### config.mk
export PLATFORM = sky130hd
export DESIGN_NAME = modbus_resp_tx_flat
export DESIGN_NICKNAME = d
export VERILOG_FILES = /design/src/rtl/modbus_resp_tx_if.sv /design/src/rtl/modbus_resp_tx.sv /design/src/flat_wrapper.sv
export SDC_FILE = /design/constraint.sdc
export NUM_CORES = 1
export LEC_CHECK = 0
export CAP_MARGIN = 20
export CORE_AREA = 2 2 151 153
export CTS_CLUSTER_DIAMETER = 60
export DETAILED_ROUTE_END_ITERATION = 8
export DIE_AREA = 0 0 153 155
export HOLD_SLACK_MARGIN = 0.05
export SLEW_MARGIN = 40
export SYNTH_ARGS = -nofsm -noshare
export SYNTH_HDL_FRONTEND = slang
export SYNTH_SLANG_ARGS = --single-unit
### constraint.sdc
create_clock -name clk_in -period 2.63 [get_ports clk_in]
set_input_delay 0.526 -clock clk_in [delete_from_list [all_inputs] [get_ports clk_in]]
set_output_delay 0.526 -clock clk_in [all_outputs]
set_load 0.02 [all_outputs]
### src/rtl/modbus_resp_tx_if.sv
// Request/status and UART byte-handshake bundle for modbus_resp_tx.
// slave: the response sequencer; master: slave core plus uart_byte_tx side.
interface modbus_resp_tx_if;
  logic        resp_start;
  logic        resp_exc;
  logic [7:0]  resp_func;
  logic [15:0] resp_addr;
  logic [15:0] resp_data;
  logic [7:0]  resp_exc_code;
  logic        tx_done;
  logic        tx_start;
  logic [7:0]  tx_data;
  logic        busy;
  logic        resp_done;
  logic        resp_err;

  modport slave (
    input  resp_start, resp_exc, resp_func, resp_addr, resp_data, resp_exc_code, tx_done,
    output tx_start, tx_data, busy, resp_done, resp_err
  );

  modport master (
    output resp_start, resp_exc, resp_func, resp_addr, resp_data, resp_exc_code, tx_done,
    input  tx_start, tx_data, busy, resp_done, resp_err
  );
endinterface

### src/rtl/modbus_resp_tx.sv
// Modbus RTU response sequencer: builds the reply, appends CRC-16/Modbus, paces bytes to the UART.
// Optional per-byte watchdog enabled by defining RESP_TIMEOUT_EN.
module modbus_resp_tx #(
  parameter logic [7:0]  ADDR        = 8'h01,
  parameter int unsigned TX_GAP      = 16,
  parameter int unsigned TIMEOUT_CYC = 50000
) (
  input logic              clk_in,
  input logic              rst_n_in,
  modbus_resp_tx_if.slave  bus
);

  typedef enum logic [2:0] {StIdle, StLoad, StSend, StWait, StGap, StDone} state_e;
  typedef enum logic [1:0] {KindExc, KindRead, KindWrite} kind_e;

  state_e      state_q;
  kind_e       kind_q;
  logic [7:0]  func_q;
  logic [7:0]  code_q;
  logic [15:0] addr_q;
  logic [15:0] data_q;
  logic [2:0]  idx_q;
  logic [15:0] crc_q;
  logic [2:0]  crc_cnt_q;
  logic [15:0] gap_cnt_q;
  logic        tx_start_q;
  logic [7:0]  tx_data_q;
  logic        busy_q;
  logic        resp_done_q;
  logic [2:0]  frame_len;
  logic [7:0]  byte_sel;
  logic        last_byte;

  assign bus.tx_start  = tx_start_q;
  assign bus.tx_data   = tx_data_q;
  assign bus.busy      = busy_q;
  assign bus.resp_done = resp_done_q;

`ifdef RESP_TIMEOUT_EN
  logic [31:0] to_cnt_q;
  logic        resp_err_q;
  assign bus.resp_err = resp_err_q;
`else
  assign bus.resp_err = 1'b0;
`endif

  function automatic logic [15:0] crc_step(input logic [15:0] c);
    return c[0] ? ((c >> 1) ^ 16'hA001) : (c >> 1);
  endfunction

  always_comb begin
    case (kind_q)
      KindRead:  frame_len = 3'd5;
      KindWrite: frame_len = 3'd6;
      default:   frame_len = 3'd3;
    endcase
  end

  assign last_byte = (idx_q == frame_len + 3'd1);

  always_comb begin
    byte_sel = ADDR;
    if (idx_q == frame_len) begin
      byte_sel = crc_q[7:0];
    end else if (last_byte) begin
      byte_sel = crc_q[15:8];
    end else if (idx_q == 3'd1) begin
      byte_sel = func_q;
    end else if (idx_q != 3'd0) begin
      unique case (kind_q)
        KindRead: begin
          case (idx_q)
            3'd2:    byte_sel = 8'h02;
            3'd3:    byte_sel = data_q[15:8];
            default: byte_sel = data_q[7:0];
          endcase
        end
        KindWrite: begin
          case (idx_q)
            3'd2:    byte_sel = addr_q[15:8];
            3'd3:    byte_sel = addr_q[7:0];
            3'd4:    byte_sel = data_q[15:8];
            default: byte_sel = data_q[7:0];
          endcase
        end
        default: byte_sel = code_q;
      endcase
    end
  end

  always_ff @(posedge clk_in or negedge rst_n_in) begin
    if (!rst_n_in) begin
      state_q     <= StIdle;
      kind_q      <= KindExc;
      func_q      <= 8'h00;
      code_q      <= 8'h00;
      addr_q      <= 16'h0000;
      data_q      <= 16'h0000;
      idx_q       <= 3'd0;
      crc_q       <= 16'hFFFF;
      crc_cnt_q   <= 3'd0;
      gap_cnt_q   <= 16'h0000;
      tx_start_q  <= 1'b0;
      tx_data_q   <= 8'h00;
      busy_q      <= 1'b0;
      resp_done_q <= 1'b0;
`ifdef RESP_TIMEOUT_EN
      to_cnt_q    <= 32'd0;
      resp_err_q  <= 1'b0;
`endif
    end else begin
      resp_done_q <= 1'b0;
`ifdef RESP_TIMEOUT_EN
      resp_err_q  <= 1'b0;
`endif
      // Remaining CRC bit steps run in the background while the UART shifts the byte out.
      if (crc_cnt_q != 3'd0) begin
        crc_q     <= crc_step(crc_q);
        crc_cnt_q <= crc_cnt_q - 3'd1;
      end
      case (state_q)
        StIdle: begin
          if (bus.resp_start) begin
            addr_q    <= bus.resp_addr;
            data_q    <= bus.resp_data;
            idx_q     <= 3'd0;
            crc_q     <= 16'hFFFF;
            crc_cnt_q <= 3'd0;
            busy_q    <= 1'b1;
            state_q   <= StLoad;
            if (bus.resp_exc) begin
              kind_q <= KindExc;
              func_q <= bus.resp_func | 8'h80;
              code_q <= bus.resp_exc_code;
            end else if (bus.resp_func == 8'h03) begin
              kind_q <= KindRead;
              func_q <= 8'h03;
            end else if (bus.resp_func == 8'h06) begin
              kind_q <= KindWrite;
              func_q <= 8'h06;
            end else begin
              kind_q <= KindExc;
              func_q <= bus.resp_func | 8'h80;
              code_q <= 8'h01;
            end
          end
        end
        StLoad: begin
          tx_data_q  <= byte_sel;
          tx_start_q <= 1'b1;
          state_q    <= StSend;
        end
        StSend: begin
          tx_start_q <= 1'b0;
          state_q    <= StWait;
`ifdef RESP_TIMEOUT_EN
          to_cnt_q   <= 32'd0;
`endif
          // Payload bytes only; the XOR and first shift share this cycle.
          if (idx_q < frame_len) begin
            crc_q     <= crc_step(crc_q ^ {8'h00, tx_data_q});
            crc_cnt_q <= 3'd7;
          end
        end
        StWait: begin
          if (bus.tx_done) begin
            if (last_byte) begin
              resp_done_q <= 1'b1;
              busy_q      <= 1'b0;
              state_q     <= StDone;
            end else begin
              idx_q     <= idx_q + 3'd1;
              gap_cnt_q <= 16'h0000;
              state_q   <= StGap;
            end
          end
`ifdef RESP_TIMEOUT_EN
          else if (to_cnt_q == 32'(TIMEOUT_CYC - 1)) begin
            resp_err_q <= 1'b1;
            busy_q     <= 1'b0;
            state_q    <= StIdle;
          end else begin
            to_cnt_q <= to_cnt_q + 32'd1;
          end
`endif
        end
        StGap: begin
          if (gap_cnt_q == 16'(TX_GAP - 1)) begin
            state_q <= StLoad;
          end else begin
            gap_cnt_q <= gap_cnt_q + 16'd1;
          end
        end
        StDone: begin
          state_q <= StIdle;
        end
        default: state_q <= StIdle;
      endcase
    end
  end

endmodule

### src/flat_wrapper.sv
// flat-port wrapper written by rule: the top's interface ports become plain ports
module modbus_resp_tx_flat 
#(
  parameter logic [7:0]  ADDR        = 8'h01,
  parameter int unsigned TX_GAP      = 16,
  parameter int unsigned TIMEOUT_CYC = 50000
)
  (clk_in, rst_n_in, bus_resp_start, bus_resp_exc, bus_resp_func, bus_resp_addr, bus_resp_data, bus_resp_exc_code, bus_tx_done, bus_tx_start, bus_tx_data, bus_busy, bus_resp_done, bus_resp_err);
  modbus_resp_tx_if bus_i ();
  input logic clk_in;
  input logic rst_n_in;
  input wire logic [$bits(bus_i.resp_start)-1:0] bus_resp_start;
  input wire logic [$bits(bus_i.resp_exc)-1:0] bus_resp_exc;
  input wire logic [$bits(bus_i.resp_func)-1:0] bus_resp_func;
  input wire logic [$bits(bus_i.resp_addr)-1:0] bus_resp_addr;
  input wire logic [$bits(bus_i.resp_data)-1:0] bus_resp_data;
  input wire logic [$bits(bus_i.resp_exc_code)-1:0] bus_resp_exc_code;
  input wire logic [$bits(bus_i.tx_done)-1:0] bus_tx_done;
  output wire logic [$bits(bus_i.tx_start)-1:0] bus_tx_start;
  output wire logic [$bits(bus_i.tx_data)-1:0] bus_tx_data;
  output wire logic [$bits(bus_i.busy)-1:0] bus_busy;
  output wire logic [$bits(bus_i.resp_done)-1:0] bus_resp_done;
  output wire logic [$bits(bus_i.resp_err)-1:0] bus_resp_err;
  assign bus_i.resp_start = bus_resp_start;
  assign bus_i.resp_exc = bus_resp_exc;
  assign bus_i.resp_func = bus_resp_func;
  assign bus_i.resp_addr = bus_resp_addr;
  assign bus_i.resp_data = bus_resp_data;
  assign bus_i.resp_exc_code = bus_resp_exc_code;
  assign bus_i.tx_done = bus_tx_done;
  assign bus_tx_start = bus_i.tx_start;
  assign bus_tx_data = bus_i.tx_data;
  assign bus_busy = bus_i.busy;
  assign bus_resp_done = bus_i.resp_done;
  assign bus_resp_err = bus_i.resp_err;
  modbus_resp_tx #(.ADDR(ADDR), .TX_GAP(TX_GAP), .TIMEOUT_CYC(TIMEOUT_CYC)) u_core (.clk_in(clk_in), .rst_n_in(rst_n_in), .bus(bus_i));
endmodule
# Word-level counts from Yosys, hierarchy flattened
# Index checks and enable logic that the tools add are counted.
# word_totals
regBits,102
out_inout_bits,12
# classes
add_sub_neg,4
order_cmp,1
n_eq_ne,23
mux,48
bitwise,3
reduce_logical,12
# op_table
operator,count
$mux 16,8
$mux 8,10
$pmux 16 s2,2
$pmux 8 s2,2
$mux 3,9
$pmux 8 s3,1
$pmux 3 s2,3
$add 16x1->16 const B,1
$eq 16x4->1 const B,1
$reduce_and 4->1,4
$xor 16x8->16,1
$pmux 3 s5,1
$eq 3x2->1 const B,4
$ne 2x2->1 const B,6
$eq 8x2->1 const B,1
$eq 8x3->1 const B,1
$mux 1,7
$add 3x1->3 const B,2
$eq 3x1->1 const B,2
$eq 3x3->1,2
$eq 3x3->1 const B,2
$mux 2,3
$not 2->3,2
$reduce_bool 2->1,3
10 further kinds,13

# Depth between registers and ports, before layout
# Gate-level depths: netlist of the first run.
# depth
word_depth,7
depth_mapped,10
mapped_depth_nobuf,9

# Least setup slack after synthesis of the first run
# No wires, ideal clock.
# synth_path
path_kind,reg-to-reg
from,register u_core.kind_q[1]
to,register u_core.crc_q[6]
t_arrival_ps,1925
required_ps,2547
slack_ps,622
stages_incl_launch_ff,10
path_buffers,1
period_less_slack_ps,2008
path_cell_list,dfrtp_1 > inv_1 > ha_1 > ha_1 > nor2b_1 > o21ai_0 > a21oi_1 > clkbuf_1 > a32o_1 > a21oi_1
# synth_via
elab_chain_len,5
# synth_rtl
element,line,text
start: declaration,modbus_resp_tx.sv:17,kind_e kind_q;
start signal: assignment,modbus_resp_tx.sv:94,kind_q <= KindExc;
start signal: assignment,modbus_resp_tx.sv:132,kind_q <= KindExc;
start signal: assignment,modbus_resp_tx.sv:136,kind_q <= KindRead;
$eq 2x2->1 or $eq 2x1->1 (tied branches),modbus_resp_tx.sv:52,case (kind_q)
$pmux 3 s2 (*),modbus_resp_tx.sv:52,
$lt 3x3->1 (*),modbus_resp_tx.sv:160,if (idx_q < frame_len) begin
$mux 16 (*),modbus_resp_tx.sv:160,
$pmux 16 s2 (*),modbus_resp_tx.sv:121,case (state_q)
end signal: assignment,modbus_resp_tx.sv:118,crc_q <= crc_step(crc_q);
end signal: assignment,modbus_resp_tx.sv:161,"crc_q <= crc_step(crc_q ^ {8'h00, tx_data_q});"
end: declaration,modbus_resp_tx.sv:23,logic [15:0] crc_q;
# Mark *: on every way between the ends. The rest lies on a longest branch, timed or not.
# A chain may end at the register's enable or synchronous reset.

# Final worst setup path of the first run
# layout_path
from,register u_core.idx_q[1]
to,"register u_core.tx_data_q[3], in the netlist u_core.bus.tx_data[3]"
# layout_via
elab_chain_len,7
# layout_rtl
element,line,text
start: declaration,modbus_resp_tx.sv:22,logic [2:0] idx_q;
start signal: assignment,modbus_resp_tx.sv:172,idx_q <= idx_q + 3'd1;
$eq 3x3->1 or $eq 3x2->1 (tied branches),"modbus_resp_tx.sv:79, modbus_resp_tx.sv:72",
$pmux 8 s3 or $pmux 8 s2 (tied branches),"modbus_resp_tx.sv:79, modbus_resp_tx.sv:72",
$pmux 8 s2,modbus_resp_tx.sv:70,unique case (kind_q)
$mux 8,modbus_resp_tx.sv:69,end else if (idx_q != 3'd0) begin
$mux 8,modbus_resp_tx.sv:67,end else if (idx_q == 3'd1) begin
$mux 8,modbus_resp_tx.sv:65,end else if (last_byte) begin
$mux 8 (*),modbus_resp_tx.sv:63,if (idx_q == frame_len) begin
end signal: assignment,modbus_resp_tx.sv:149,tx_data_q <= byte_sel;
end: declaration,modbus_resp_tx.sv:27,logic [7:0] tx_data_q;
# Marks and branches as above.

==> metrics.md, run 1 <==
| Metric | Value |
|---|---|
| Seq/Total Area, Yosys | `0.4719` |
| Die H | `155 um` |
| Maximum vdd drop | `0.4763 mV` |
| Met3 Track Usage GR | `0.02702` |
| Reg power frac | `0.381` |
| CTS Buffer Depth | `2` |
| Clock tree sinks | `102` |
| Synthesis-stage register bit count | `102` |
| Warnings, synthesis | `0` |
| Via-to-Cell Ratio | `4.822` |
| RSZ-0062 raised after global routing | `no` |
| Final Hold Fails | `0` |
| CTS Root Cell | `clkbuf_16` |
| Combinational power share | `0.437` |
| Max Slew Vio Count | `0` |
| CTS clk-pin slew, worst paths | `70 ps` |
| Slew HR | `0.5011` |
| Setup_tns | `0 ps` |
| Fin Clk Skew | `8.113 ps` |
| Setup crit start kind | `flip-flop` |
| Avg WL per Cell | `15.61 um` |
| Total placed cells including tap cells | `949` |
| Drt first-iter violations | `440` |
| Postcts setup bufs | `0` |
| Die area | `23,720 um2` |
| CTS Hold Bufs | `0` |
| Pwr/cell area | `1117 nW/um2` |
| N_diodes | `0` |
| CP max FO | `13` |
| GPL Wtd Cong | `0.8878` |
| # fillers | `2,357` |
| M1 GR Usage | `0.1775` |
| Tot GR Track Use | `0.1302` |
| CP required | `2920 ps` |
| Synth Instances | `618` |
| R2R depth | `8` |
| Avg Cell Area, Syn | `8.821 um2` |
| Starting Density | `0.2453` |
| CP Class | `reg2reg` |
| Final net count | `742` |
| Initial antenna violation count | `0` |
| Die X | `153 um` |
| Synth cell types | `61` |
| Worst reg-to-reg setup slack | `220 ps` |
| Port Buffers | `63` |
| Number of synthesized flops with an enable pin | `0` |
| MaxCap Viol Count | `0` |
| Post-CTS Resized | `0` |
| Hpwl dp | `11,020 um` |
| CP endpoint kind | `flip-flop` |
| Residual DRC | `0` |
| First-pass GRT wire length | `24,720 um` |
| Synth Flop Type | `dfrtp_1` |
| ANT nets after route | `0` |
| Clock Latency Late Sink | `360 ps` |
| Fmax | `415.8 MHz` |
| H-Tree Depth | `3` |
| Leak | `0.002931 uW` |
| WP data arrival | `2690 ps` |
| Slew @ Worst Pin | `746.7 ps` |
| Layout area overhead | `23.71%` |
| Sw Share | `0.4104` |
| Minimum clock period | `2405 ps` |
| Final setup fails | `0` |
| FFs w/ async S/R, synth | `1.000` |
| Core Area | `22,230 um2` |
| Final period util | `0.9146` |
| Worst flop-to-flop path endpoint | `u_core.bus.tx_data[3]` |
| Min-Delay Path Class | `in2async` |
| RR Startpoint | `u_core.idx_q[1]` |
| Routed WL | `15,070 um` |
| Switching pwr | `3090 uW` |
| Post-Synthesis Cell Area | `5451 um2` |
| IO Pins | `65` |
| Pre-antenna DRT Iters | `5` |
| CTS Buf Count | `9` |
| Synthesized Nets | `685` |
| Fraction of layout cells with a size suffix above 1 | `0.1044` |
| Overflow after GRT | `0` |
| TritonCTS clock tree | `built` |
| Status | `completed` |
| Pin count of the biggest net entering global routing | `46` |
| Met2 Usage GRT | `0.2052` |
| Internal | `4441 uW` |
| Num rows | `55` |
| Clock share of power | `0.182` |
| Vias in the first global route | `4,646` |
| Via count | `4,653` |
| Final Non-Filler Cells | `965` |
| Most Crowded Layer GR | `met2` |
routing by layer:
layer / routed length, um / vias to the layer above
met1: 7207 / 2228
met3: 712 / 27
met4: 359 / 0
met2: 6788 / 134
met5: 0 / -
li1: - / 2264
critical path, cell delays in order (launching register included):
cell,delay (ps)
dfrtp_1,450
ha_1,250
ha_1,370
nor2b_1,220
buf_4,170
a31oi_1,80
o311ai_0,450
o221ai_1,240
nand2_1,110
power groups by stage:
stage	combinational [uW]	clock (uW)	sequential, uW
detailed placement	3270	0	2890
global route	3700	1460	2960
CTS	3290	1410	2870
finish	3290	1370	2870
global placement	3230	0	2880
floorplan	2310	0	2720
cell usage after synthesis, drive strengths merged (3+ instances only):
cell type	n	area share
and3	4	0.0046
buf	27	0.026
o221ai	6	0.0096
nand2b	6	0.0069
clkbuf	11	0.0076
nand4	3	0.0034
o311ai	6	0.0096
o21ai	28	0.026
a21oi	30	0.028
a221oi	6	0.0096
and2	4	0.0046
nand3	28	0.026
nor3	6	0.0064
a22oi	10	0.014
nor3b	3	0.0041
a31o	6	0.0096
a2111oi	6	0.011
nor2	34	0.025
xnor2	6	0.0096
xor2	13	0.021
nand3b	3	0.0041
dfrtp	86	0.39
dfstp	16	0.077
a22o	3	0.0048
nor4	5	0.0085
nor2b	15	0.017
ha	14	0.032
nand2	173	0.12
a32o	7	0.013
a31oi	8	0.0092
or3	3	0.0034
mux2i	4	0.0073
inv	12	0.0083
o22ai	3	0.0034
through the flow:
step | power, uW | setup slack, ps | area [um2] | util | hold slack (ps)
final | 7531 | 224.7 | 6744 | 0.3034 | 182.2
after global placement | 6110 | 301.1 | 6439 | 0.2897 | 454.1
after detailed placement | 6159 | 277.9 | 6439 | 0.2897 | 464.7
after global routing | 8117 | 18.33 | 6744 | 0.3034 | 224.1
after CTS | 7559 | 243.6 | 6741 | 0.3033 | 203.0
after floorplan | 5030 | 621.7 | 5451 | - | 230.4
worst max path at each step:
stage | from | endpoint
finish | u_core.idx_q[1] | u_core.bus.tx_data[3]
floorplan | u_core.kind_q[1] | u_core.crc_q[6]
detailed placement | u_core.idx_q[0] | u_core.bus.tx_data[5]
CTS | u_core.idx_q[0] | u_core.bus.tx_data[5]
global route | u_core.idx_q[1] | u_core.bus.tx_data[4]
global placement | bus_resp_start | u_core.code_q[7]
kinds of logic (layout without fill, tap and decap cells):
family / Yosys count / in the layout / synth area share
compound gates: 135 / 135 / 0.1728
flops: 102 / 102 / 0.4719
buf+inv: 50 / 112 / 0.04154
simple gates: 291 / 291 / 0.2389
mux: 6 / 6 / 0.01148
xor+xnor: 19 / 19 / 0.03053
fa+ha+maj: 14 / 14 / 0.03213
other cells: 1 / 1 / 0.0006879
layout make-up:
type	instances	area [um2]	area share
clock buffers	13	260.3	0.03859
clock inverters	3	42.54	0.006308
inverters	12	45.04	0.006679
multi-input cells	466	2656	0.3939
flip-flops and latches	102	2572	0.3814
well taps	285	356.6	0.05288
repair buffers	84	810.8	0.1202
registers in the layout, indices dropped and copies added, names as in the netlist:
register,flops
u_core.state_q,3
u_core.gap_cnt_q,16
u_core.kind_q,2
u_core.bus.tx_data,8
u_core.func_q,8
u_core.data_q,16
u_core.code_q,8
u_core.addr_q,16
u_core.bus.tx_start,1
u_core.crc_q,16
u_core.idx_q,3
u_core.crc_cnt_q,3
u_core.bus.busy,1
u_core.bus.resp_done,1
cell usage in the layout, fill, tap and decap left out, drive strengths merged, types with 5 or more instances in the layout:
cell type and n:
a32o 7, a31oi 8, xnor2 6, a2111oi 6, nand2 173, dfstp 16
nor4 5, ha 14, nor2 34, inv 12, o311ai 6, xor2 13
buf 22, a221oi 6, dfrtp 86, a31o 6, o221ai 6, a22oi 10
nor2b 15, nor3 6, nand3 28, o21ai 28, clkdlybuf4s50 62, nand2b 6
clkbuf 13, a21oi 30
(Power assumes the default switching activity.)
==> run 2: changes to the inputs <==
==> constraint.sdc (replaced) <==
create_clock -name clk_in -period 2 [get_ports clk_in]
set_input_delay 0.4 -clock clk_in [delete_from_list [all_inputs] [get_ports clk_in]]
set_output_delay 0.4 -clock clk_in [all_outputs]
set_load 0.02 [all_outputs]
==> run 2 against run 1 <==
  * The run now ends with negative setup slack left
  * Clock skew about the same
  * First-iteration DRC count down 42%
  * Design area up 14%
  * Final cell count up 5.7%
  * Clock power up 33%
  * Routed wire length up 9.0%
  * Sequential share of layout area down 4.5 points
  * Worst hold slack worse by 120 ps
  * Total power up 56%
  * Clock-buffer cell count down 1
  * Combinational power up 88%
  * Largest cell class unchanged
==> metrics.md, run 2 (synthesis results as in run 1) <==
| Metric | Value |
|---|---|
| Fin Clk Skew | `7.892 ps (-0.2214 ps)` |
| Combinational power share | `0.528 (+0.091)` |
| Switching pwr | `4820 uW (+56%)` |
| Initial antenna violation count | `0 (unchanged)` |
| Hpwl dp | `11,740 um (+6.5%)` |
| RSZ-0062 raised after global routing | `yes` |
| Clock Latency Late Sink | `360 ps (about the same)` |
| Vias in the first global route | `4,925 (+6.0%)` |
| Total placed cells including tap cells | `994 (+4.7%)` |
| Most frequent cells in the layout | `nand2_1, dfrtp_1, buf_4, clkdlybuf4s50_1` |
| TritonCTS clock tree | `built` |
| CTS Buf Count | `9 (unchanged)` |
| Port Buffers | `63 (unchanged)` |
| N_diodes | `0 (unchanged)` |
| Sw Share | `0.4102 (about the same)` |
| WP data arrival | `2250 ps (-440 ps)` |
| Final period util | `1.018 (+0.1036)` |
| Worst slack, placed | `-270.7 ps (-548.6 ps)` |
| MaxCap Viol Count | `0 (unchanged)` |
| Final Hold Fails | `0 (unchanged)` |
| Buf+Inv Stages, Crit Path | `1 (unchanged)` |
| Starting Density | `0.2453 (unchanged)` |
| Final net count | `797 (+7.4%)` |
| Overflow after GRT | `0 (unchanged)` |
| Core Area | `22,230 um2 (unchanged)` |
| Avg WL per Cell | `16.11 um (+3.2%)` |
| CP max FO | `4 (-9)` |
| Layout area overhead | `40.46%` |
| CP Class | `reg2reg` |
| Clock tree sinks | `102 (unchanged)` |
| CTS Buffer Depth | `2 (unchanged)` |
| Via-to-Cell Ratio | `4.827 (+0.12%)` |
| Final Non-Filler Cells | `1,020 (+5.7%)` |
| Pre-antenna DRT Iters | `5 (unchanged)` |
| Status | `finished with violations` |
| CP required | `2210 ps (-710 ps)` |
| Final Hold Slack | `59.88 ps (-122.3 ps)` |
| Slowest CP cell | `or4_4` |
| Min-Delay Path Class | `in2async` |
| Leak | `0.003321 uW (+13%)` |
| Residual DRC | `0 (unchanged)` |
| Setup crit start kind | `flip-flop` |
| Critical-path cell list | `inv_2 > ha_4 > or4_4 > o2111ai_2 > a31oi_1 > a2111oi_2 > o221ai_1` |
| CTS Root Cell | `clkbuf_16` |
| Slew HR | `0.6037 (+0.1026)` |
| Clock share of power | `0.155 (-0.027)` |
| # fillers | `2,320 (-1.6%)` |
| Routed WL | `16,430 um (+9.0%)` |
| Total Power | `11,750 uW (+56%)` |
| Fmax | `491.1 MHz (+18%)` |
| H-Tree Depth | `3 (unchanged)` |
| Slowest stage delay, CP | `520 ps (+70 ps)` |
| CTS Hold Bufs | `0 (unchanged)` |
| CP endpoint kind | `flip-flop` |
| Final Util | `0.3445 (+0.04109)` |
| First-pass GRT wire length | `26,140 um (+5.7%)` |
| Failing checks | `negative setup slack` |
| Top delay family on crit path | `compound AO/OA/AOI/OAI gates` |
| Slew @ Worst Pin | `594.5 ps (-152.2 ps)` |
| Pwr/cell area | `1534 nW/um2 (+37%)` |
| Tot GR Track Use | `0.1384 (+0.008145)` |
| Drt first-iter violations | `254 (-42%)` |
| Minimum clock period | `2036 ps (-369.0 ps)` |
| Die area | `23,720 um2 (unchanged)` |
| Final WS setup | `-36.32 ps (-261.0 ps)` |
| Maximum vdd drop | `0.6081 mV (+28%)` |
| Reg power frac | `0.318 (-0.063)` |
| CTS clk-pin slew, worst paths | `70 ps (about the same)` |
| IO Pins | `65 (unchanged)` |
| GPL Wtd Cong | `0.9215 (+3.8%)` |
| ANT nets after route | `0 (unchanged)` |
| Pin count of the biggest net entering global routing | `103 (+120%)` |
| Final setup fails | `1 (+1)` |
| Die H | `155 um (unchanged)` |
| Via count | `4,924 (+5.8%)` |
| Num rows | `55 (unchanged)` |
| Most common cell after layout, fill and taps aside | `nand2_1` |
| Fraction of layout cells with a size suffix above 1 | `0.2653 (+0.1609)` |
| Die X | `153 um (unchanged)` |
| Internal | `6929 uW (+56%)` |
| Max Slew Vio Count | `0 (unchanged)` |
## run 2: through the flow
step           cell area (um2)  setup TNS, ps
2_1_floorplan             5453              0
3_3_place_gp              6814          -1187
3_5_place_dp              6814          -1461
4_1_cts                   7306         -12.92
5_1_grt                   7657         -811.2
6_report                  7657         -36.32
## run 2: worst reg2reg max path, cell delays in order (launching register included)
cell and delay (ps):
dfrtp_1 410, inv_2 80, ha_4 180, or4_4 520
o2111ai_2 90, a31oi_1 80, a2111oi_2 390, o221ai_1 160
## run 2: final cells by class
cell class	count	area (um2)	share of cell area
Multi-Input combinational cell	466	3075	0.4016
Sequential cell	102	2574	0.3361
Tap cell	285	356.6	0.04657
Clock buffer	12	256.5	0.03350
Timing Repair Buffer	139	1303	0.1701
Clock inverter	4	45.04	0.005882
Inverter	12	47.55	0.006209
## run 2: power by group through the flow
stage / logic, uW / registers (uW) / clock network (uW)
after floorplan: 3040 / 3570 / 0
after global placement: 5050 / 3700 / 0
after detailed placement: 5110 / 3710 / 0
after CTS: 5460 / 3700 / 1870
after global routing: 6830 / 3840 / 1950
final: 6200 / 3730 / 1820
## run 2: layer usage
metal / vias up / GRT usage / part of all wire
met5: - / 0 / 0
met2: 121 / 0.2251 / 0.48
li1: 2379 / - / -
met1: 2403 / 0.1842 / 0.46
met3: 21 / 0.02702 / 0.037
met4: 0 / 0.04938 / 0.017
## run 2: what timing repair did
item / in CTS / in global routing
pin swaps: 7 / 27
cloned: 0 / 2
buffers inserted: 6 / 4
gates resized for setup: 44 / 69
endpoints found under the setup margin: 22 / 29
## run 2: path summary, 6_finish.rpt
kind / slack, ps / depth (start not counted) / start / to
min in group clk_in: 470 / 2 / u_core.func_q[0] / u_core.func_q[0]
setup / recovery: -40 / 7 / u_core.idx_q[0] / u_core.bus.tx_data[0]
setup reg to reg: -40 / 7 / u_core.idx_q[0] / u_core.bus.tx_data[0]
hold reg to reg: 470 / 2 / u_core.func_q[0] / u_core.func_q[0]
hold / removal: 60 / 2 / rst_n_in / u_core.addr_q[8]
max in group asynchronous: 1440 / 2 / rst_n_in / u_core.idx_q[1]
